==> src/rtl/pc_unit_btb_pkg.sv <==
// Shared definitions for the fetch PC unit: 2-bit branch counter encoding
// and a compile-time log2 helper used to carve PC fields for the BTB.
package pc_unit_btb_pkg;

    typedef enum logic [1:0] {
        CTR_SNT = 2'b00,
        CTR_WNT = 2'b01,
        CTR_WT  = 2'b10,
        CTR_ST  = 2'b11
    } ctr_e;

    // New allocations start weakly taken so one not-taken outcome flips them.
    localparam ctr_e CTR_INIT = CTR_WT;

    function automatic int log2_ceil(input int value);
        int r;
        r = 0;
        while ((1 << r) < value) r++;
        return r;
    endfunction

endpackage

==> src/rtl/pc_unit_btb_if.sv <==
// Fetch-side bundle: cache/hazard hold controls, EX redirect and BTB update,
// and the registered fetch PC with its branch prediction.
interface pc_unit_btb_if #(
    parameter int WIDTH = 32
);
    logic             hit;
    logic             stall;
    logic             redirect;
    logic [WIDTH-1:0] redirect_pc;
    logic             upd_en;
    logic [WIDTH-1:0] upd_pc;
    logic [WIDTH-1:0] upd_target;
    logic             upd_taken;
    logic [WIDTH-1:0] outPC;
    logic             pred_taken;
    logic [WIDTH-1:0] pred_target;

    modport master (
        output hit, stall, redirect, redirect_pc,
        output upd_en, upd_pc, upd_target, upd_taken,
        input  outPC, pred_taken, pred_target
    );

    modport slave (
        input  hit, stall, redirect, redirect_pc,
        input  upd_en, upd_pc, upd_target, upd_taken,
        output outPC, pred_taken, pred_target
    );
endinterface

==> src/rtl/pc_unit_btb_btb.sv <==
// Direct-mapped branch target buffer with 2-bit saturating direction counters.
// Lookup is combinational on the current PC and sees pre-update contents.
module pc_unit_btb_btb
    import pc_unit_btb_pkg::*;
#(
    parameter int WIDTH       = 32,
    parameter int BTB_DEPTH   = 16,
    parameter int INSTR_BYTES = 4
) (
    input  logic             clk,
    input  logic             rst,
    input  logic [WIDTH-1:0] lookup_pc_i,
    input  logic             upd_en_i,
    input  logic [WIDTH-1:0] upd_pc_i,
    input  logic [WIDTH-1:0] upd_target_i,
    input  logic             upd_taken_i,
    output logic             pred_taken_o,
    output logic [WIDTH-1:0] pred_target_o
);

    localparam int OFF   = log2_ceil(INSTR_BYTES);
    localparam int IDX   = log2_ceil(BTB_DEPTH);
    localparam int TAG_W = WIDTH - OFF - IDX;

    function automatic ctr_e sat_inc(input ctr_e c);
        case (c)
            CTR_SNT: return CTR_WNT;
            CTR_WNT: return CTR_WT;
            default: return CTR_ST;
        endcase
    endfunction

    function automatic ctr_e sat_dec(input ctr_e c);
        case (c)
            CTR_ST:  return CTR_WT;
            CTR_WT:  return CTR_WNT;
            default: return CTR_SNT;
        endcase
    endfunction

    function automatic logic ctr_taken(input ctr_e c);
        return (c == CTR_WT) || (c == CTR_ST);
    endfunction

    logic [BTB_DEPTH-1:0] valid_q;
    logic [TAG_W-1:0]     tag_q    [BTB_DEPTH];
    logic [WIDTH-1:0]     target_q [BTB_DEPTH];
    ctr_e                 ctr_q    [BTB_DEPTH];

    logic [IDX-1:0]   lk_idx, up_idx;
    logic [TAG_W-1:0] lk_tag, up_tag;
    logic             lk_hit, up_hit;
    logic             entry_we, target_we;
    ctr_e             ctr_d;

    assign lk_idx = lookup_pc_i[OFF +: IDX];
    assign lk_tag = lookup_pc_i[WIDTH-1 -: TAG_W];
    assign up_idx = upd_pc_i[OFF +: IDX];
    assign up_tag = upd_pc_i[WIDTH-1 -: TAG_W];

    // Byte-offset bits below the instruction alignment never select an entry.
    if (OFF > 0) begin : g_offset
        logic unused_offset;
        assign unused_offset = ^{lookup_pc_i[OFF-1:0], upd_pc_i[OFF-1:0]};
    end

    always_comb begin
        lk_hit        = valid_q[lk_idx] && (tag_q[lk_idx] == lk_tag);
        pred_taken_o  = lk_hit && ctr_taken(ctr_q[lk_idx]);
        pred_target_o = pred_taken_o ? target_q[lk_idx] : '0;
    end

    // A not-taken miss leaves the victim entry untouched.
    always_comb begin
        up_hit    = valid_q[up_idx] && (tag_q[up_idx] == up_tag);
        entry_we  = upd_en_i && (up_hit || upd_taken_i);
        target_we = upd_en_i && upd_taken_i;
        if (!up_hit)          ctr_d = CTR_INIT;
        else if (upd_taken_i) ctr_d = sat_inc(ctr_q[up_idx]);
        else                  ctr_d = sat_dec(ctr_q[up_idx]);
    end

    always_ff @(posedge clk) begin
        if (rst) begin
            valid_q <= '0;
        end else if (target_we) begin
            valid_q[up_idx] <= 1'b1;
        end
    end

    always_ff @(posedge clk) begin
        if (entry_we) begin
            tag_q[up_idx] <= up_tag;
            ctr_q[up_idx] <= ctr_d;
        end
        if (target_we) begin
            target_q[up_idx] <= upd_target_i;
        end
    end

endmodule

==> src/rtl/pc_unit_btb.sv <==
// Fetch PC register with next-PC priority: reset, EX redirect, cache/hazard
// hold, BTB-predicted target, then sequential increment.
module pc_unit_btb
    import pc_unit_btb_pkg::*;
#(
    parameter int               WIDTH        = 32,
    parameter int               BTB_DEPTH    = 16,
    parameter int               INSTR_BYTES  = 4,
    parameter logic [WIDTH-1:0] RESET_VECTOR = '0
) (
    input logic            clk,
    input logic            rst,
    pc_unit_btb_if.slave   bus
);

    logic [WIDTH-1:0] pc_q, pc_d;
    logic             pred_taken;
    logic [WIDTH-1:0] pred_target;

    pc_unit_btb_btb #(
        .WIDTH       (WIDTH),
        .BTB_DEPTH   (BTB_DEPTH),
        .INSTR_BYTES (INSTR_BYTES)
    ) u_btb (
        .clk           (clk),
        .rst           (rst),
        .lookup_pc_i   (pc_q),
        .upd_en_i      (bus.upd_en),
        .upd_pc_i      (bus.upd_pc),
        .upd_target_i  (bus.upd_target),
        .upd_taken_i   (bus.upd_taken),
        .pred_taken_o  (pred_taken),
        .pred_target_o (pred_target)
    );

    // Redirect overrides a hold so a mispredict is never lost behind a miss.
    always_comb begin
        pc_d = pc_q + WIDTH'(INSTR_BYTES);
        if (bus.redirect)                pc_d = bus.redirect_pc;
        else if (!bus.hit || bus.stall)  pc_d = pc_q;
        else if (pred_taken)             pc_d = pred_target;
    end

    always_ff @(posedge clk) begin
        if (rst) pc_q <= RESET_VECTOR;
        else     pc_q <= pc_d;
    end

    assign bus.outPC       = pc_q;
    assign bus.pred_taken  = pred_taken;
    assign bus.pred_target = pred_target;

endmodule
==> src/flat_wrapper.sv <==
// flat-port wrapper written by rule: the top's interface ports become plain ports
module pc_unit_btb_flat import pc_unit_btb_pkg::*;
#(
    parameter int               WIDTH        = 32,
    parameter int               BTB_DEPTH    = 16,
    parameter int               INSTR_BYTES  = 4,
    parameter logic [WIDTH-1:0] RESET_VECTOR = '0
)
  (clk, rst, bus_hit, bus_stall, bus_redirect, bus_redirect_pc, bus_upd_en, bus_upd_pc, bus_upd_target, bus_upd_taken, bus_outPC, bus_pred_taken, bus_pred_target);
  pc_unit_btb_if #(.WIDTH(WIDTH)) bus_i ();
  input logic clk;
  input logic rst;
  input wire logic [$bits(bus_i.hit)-1:0] bus_hit;
  input wire logic [$bits(bus_i.stall)-1:0] bus_stall;
  input wire logic [$bits(bus_i.redirect)-1:0] bus_redirect;
  input wire logic [$bits(bus_i.redirect_pc)-1:0] bus_redirect_pc;
  input wire logic [$bits(bus_i.upd_en)-1:0] bus_upd_en;
  input wire logic [$bits(bus_i.upd_pc)-1:0] bus_upd_pc;
  input wire logic [$bits(bus_i.upd_target)-1:0] bus_upd_target;
  input wire logic [$bits(bus_i.upd_taken)-1:0] bus_upd_taken;
  output wire logic [$bits(bus_i.outPC)-1:0] bus_outPC;
  output wire logic [$bits(bus_i.pred_taken)-1:0] bus_pred_taken;
  output wire logic [$bits(bus_i.pred_target)-1:0] bus_pred_target;
  assign bus_i.hit = bus_hit;
  assign bus_i.stall = bus_stall;
  assign bus_i.redirect = bus_redirect;
  assign bus_i.redirect_pc = bus_redirect_pc;
  assign bus_i.upd_en = bus_upd_en;
  assign bus_i.upd_pc = bus_upd_pc;
  assign bus_i.upd_target = bus_upd_target;
  assign bus_i.upd_taken = bus_upd_taken;
  assign bus_outPC = bus_i.outPC;
  assign bus_pred_taken = bus_i.pred_taken;
  assign bus_pred_target = bus_i.pred_target;
  pc_unit_btb #(.WIDTH(WIDTH), .BTB_DEPTH(BTB_DEPTH), .INSTR_BYTES(INSTR_BYTES), .RESET_VECTOR(RESET_VECTOR)) u_core (.clk(clk), .rst(rst), .bus(bus_i));
endmodule
==> config.mk <==
export PLATFORM = sky130hd
export DESIGN_NAME = pc_unit_btb_flat
export DESIGN_NICKNAME = d
export VERILOG_FILES = /design/src/rtl/pc_unit_btb_pkg.sv /design/src/rtl/pc_unit_btb_if.sv /design/src/rtl/pc_unit_btb_btb.sv /design/src/rtl/pc_unit_btb.sv /design/src/flat_wrapper.sv
export SDC_FILE = /design/constraint.sdc
export NUM_CORES = 1
export LEC_CHECK = 0
export CELL_PAD_IN_SITES_DETAIL_PLACEMENT = 1
export CELL_PAD_IN_SITES_GLOBAL_PLACEMENT = 2
export CORE_MARGIN = 4
export CORE_UTILIZATION = 33
export DETAILED_ROUTE_END_ITERATION = 16
export GPL_ROUTABILITY_DRIVEN = 0
export PLACE_DENSITY = 0.6
export SLEW_MARGIN = 20
export SYNTH_ARGS = -nofsm -noshare
export SYNTH_HDL_FRONTEND = slang
export SYNTH_SLANG_ARGS = --single-unit
==> constraint.sdc <==
create_clock -name clk -period 5.9 [get_ports clk]
set_input_delay 0.59 -clock clk [delete_from_list [all_inputs] [get_ports clk]]
set_output_delay 0.59 -clock clk [all_outputs]
set_load 0.05 [all_outputs]
==> flow_metrics.py, run 1 <==
metrics = {
    "critical_path": {
        "cp_top_family": "buffers and inverters",
        "slowest_stage": "mux4_2",
        "cpPeakStageDelay_ns": 0.57,
        "startpoint_type": "register",
        "path_common_cell": "buf_4",
        "rrSetupSlack_ns": 1.17,
        "criticalPathCategory": "reg2out",
        "worstPathArrival_ns": 5.01,
        "cp-end-kind": "output pin",
        "crit_fanout": 25,
        "critPathBufInv": 5,
        "crit_required_ns": 5.31,
        "path_cells": "buf_4 -> mux4_2 -> mux2i_1 -> mux2i_1 -> xnor2_1 -> nand4_1 -> nor4_4 -> buf_4 -> buf_4 -> nand2_2 -> inv_1 -> buf_12",
    },
    "finish": {
        "final_util": 0.398,
        "final_common_cell": "edfxtp_1",
        "drive_gt1_frac": 0.296,
        "fin_nets": 2567,
        "multi_input_area_sq_um": 13500,
        "seq_area_sq_um": 29900,
        "final_cell_mix": "edfxtp_1, mux4_2, clkdlybuf4s50_1",
        "syn_to_final_growth_pct": 19.6,
        "fillers": 12700,
    },
    "cts": {
        "clock-root-buffer": "clkbuf_16",
        "cts_buffer_depth": 3,
        "clkSlewWorstSetupHoldPaths_ns": 0.06,
        "cts_tree": "yes",
        "cts_max_level": 3,
        "clock-sinks": 1012,
        "insertion_delay_ns": 0.74,
        "cts_inserted_buffers": 113,
    },
    "global_routing": {
        "grt_max_degree": 99,
        "first_global_vias": 25900,
        "grt_pass1_wl_mm": 200,
        "track_usage": 0.201,
        "antenna_found_initial": 16,
        "busiest_layer": "met2",
        "grt_overflow": 0,
        "grt_use_met3": 0.0546,
        "grt_util_met1": 0.276,
        "met2_usage": 0.320,
    },
    "run": {
        "maxCapViolCount": 0,
    },
    "placement": {
        "portBuffers": 165,
        "hpwl_mm": 85.2,
    },
    "synthesis": {
        "yosysTopAreaCell": "edfxtp_1",
        "ys_warn_count": 0,
        "synth-edff-count": 960,
        "avgSynthCellArea_sq_um": 19.7,
        "synth_flop_cell": "edfxtp_1",
        "ys_ff_latch": 1012,
        "synth_area_leaders": "edfxtp_1, mux4_2, dfxtp_1",
        "synth_top_area_share": 0.657,
        "synth_cells": 2233,
        "synth_area_sq_um": 43900,
        "ys_async_sr_fraction": 0,
        "synth-seq-area-share": 0.681,
        "syn_nets": 2337,
        "synthDistinctLibCells": 61,
    },
    "route": {
        "wl_per_cell_um": 32.8,
        "wirelength_mm": 141,
        "drc": 0,
        "via_per_inst": 5.62,
        "firstDrtPassIters": 6,
        "ant_nets": 0,
        "vias": 24200,
        "drt_iter0_markers": 2561,
    },
    "pwr": {
        "powerDensity_nw_per_um2": 317,
        "p_seq_frac": 0.485,
        "cellLeakagePower_nw": 16.4,
        "max-vdd-ir-drop_mv": 0.241,
        "p_clk_frac": 0.429,
        "combPwrFrac": 0.086,
        "switchingPower_mw": 3.92,
        "p_sw_frac": 0.236,
        "intPower_mw": 12.7,
    },
    "timing": {
        "rsz0062_at_grt": "false",
        "relSlewSlack": 0.250,
        "setup_viol": 0,
        "hold_viol_final": 0,
        "final_max_slew_viol_count": 0,
        "period_minus_slack_ns": 5.60,
        "max_freq_ghz": 0.179,
        "fin_crit_sh": 0.949,
        "worst_slew_pin_slew_ns": 1.12,
        "skew_ns": 0.0537,
        "fin_tns_setup_ns": 0,
    },
    "floorplan": {
        "dieArea_sq_um": 139000,
        "dieWidth_um": 373,
        "core_area_sq_um": 132000,
        "die_h_um": 373,
        "initial_core_util": 0.333,
        "row_count": 133,
        "io_pins": 168,
    },
    "run_status": {
        "outcome": "finished, final reports clean",
    },
    "min_path": {
        "hold_path.class": "in2reg",
    },
}
Yosys cell counts (11+ instances only):
cell,instances
xnor2_1,54
nor2_1,131
mux2i_1,101
buf_2,56
a211oi_1,22
nor2b_1,12
a22oi_1,30
xor2_1,15
nand4_1,28
a21oi_1,42
nor4_1,18
clkbuf_1,83
mux4_2,387
nand3_1,29
edfxtp_1,960
dfxtp_1,52
buf_6,11
nand2_1,31
and3_1,47
and4_1,13
path summary, 6_finish.rpt:
path	start	to	depth (start not counted)
setup / recovery	register	bus_pred_taken	12
hold / removal	bus_redirect_pc[1]	u_core.bus.outPC[1]	3
setup reg to reg	register	register	13
hold reg to reg	u_core.u_btb.valid_q[8]	u_core.u_btb.valid_q[8]	2
cells by family after synthesis:
| group | share of synthesized area |
|---|---|
| AO/OA/AOI/OAI | 0.0251 |
| XOR/XNOR | 0.0138 |
| adder cells (fa/ha/maj) | 0.000513 |
| flip-flops | 0.681 |
| multiplexers | 0.222 |
| buffers and inverters | 0.0185 |
| AND/OR/NAND/NOR | 0.0397 |
final cells by class:
type / count / share of cell area
inverter: 8 / 0.000572
timing repair buffer: 278 / 0.0598
clock buffer: 134 / 0.0560
multi-input combinational: 1050 / 0.256
sequential: 1012 / 0.569
clock inverter: 77 / 0.0157
antenna: 4 / 0.000191
tap: 1755 / 0.0418
routing by layer:
metal,share of wire,vias to the layer above
li1,-,9881
met1,0.42,13200
met2,0.47,921
met3,0.081,209
met4,0.023,16
met5,0.00076,-
worst register-to-register path: stages (launching register included):
cell	delay, ns
dfxtp_4	0.52
buf_4	0.45
mux4_2	0.58
mux2i_1	0.19
mux2i_1	0.17
xnor2_1	0.42
nand4_1	0.29
nor4_4	0.34
buf_4	0.32
buf_4	0.35
nand2_2	0.28
buf_4	0.30
mux2i_1	0.14
a211oi_1	0.28
stage by stage:
stage          total power, mW  setup WS, ns  hold WS [ns]  cell area [sq um]  instances
6_report                  16.6         0.299         0.445              52500       4318
5_1_grt                   17.2        0.0326         0.424              52500       4317
4_1_cts                   16.8         0.143         0.383              52500       4313
3_5_place_dp              9.65         0.553         0.494              48600       4097
3_3_place_gp              9.62         0.549         0.466              48600       4097
2_1_floorplan             9.02          1.19         0.452              43900       2233
registers in the layout (all words and copies together) (netlist names), named ones only:
name	flops
u_core.u_btb.tag_q	416
u_core.bus.outPC	32
u_core.u_btb.target_q	512
u_core.u_btb.valid_q	16
u_core.u_btb.ctr_q	32
power groups by stage:
stage | registers [mW] | clock network [mW] | logic [mW]
floorplan | 8.19 | 0 | 0.830
global placement | 8.22 | 0 | 1.40
detailed placement | 8.23 | 0 | 1.42
CTS | 8.07 | 7.30 | 1.45
global route | 8.07 | 7.63 | 1.52
finish | 8.07 | 7.13 | 1.42
repair_timing:
item | 4_1_cts | 5_1_grt
hold buffers | 0 | 0
pin swaps | 0 | 0
resized for setup | 0 | 1
endpoints found under the setup margin | 24 | 1
buffers inserted | 5 | 0
Note: power is estimated with default switching activity, not from simulation.
==> inputs of run 2 (changes only) <==
- TNS_END_PERCENT: not set -> 50
==> results of run 2 <==
Same layout as run 1: the final DEF is identical, and so are final timing and power.
==> inputs of run 3 (changes only) <==
- GPL_TIMING_DRIVEN: not set -> 1
==> results of run 3 <==
Same layout as run 1: the final DEF is identical, and so are final timing and power.
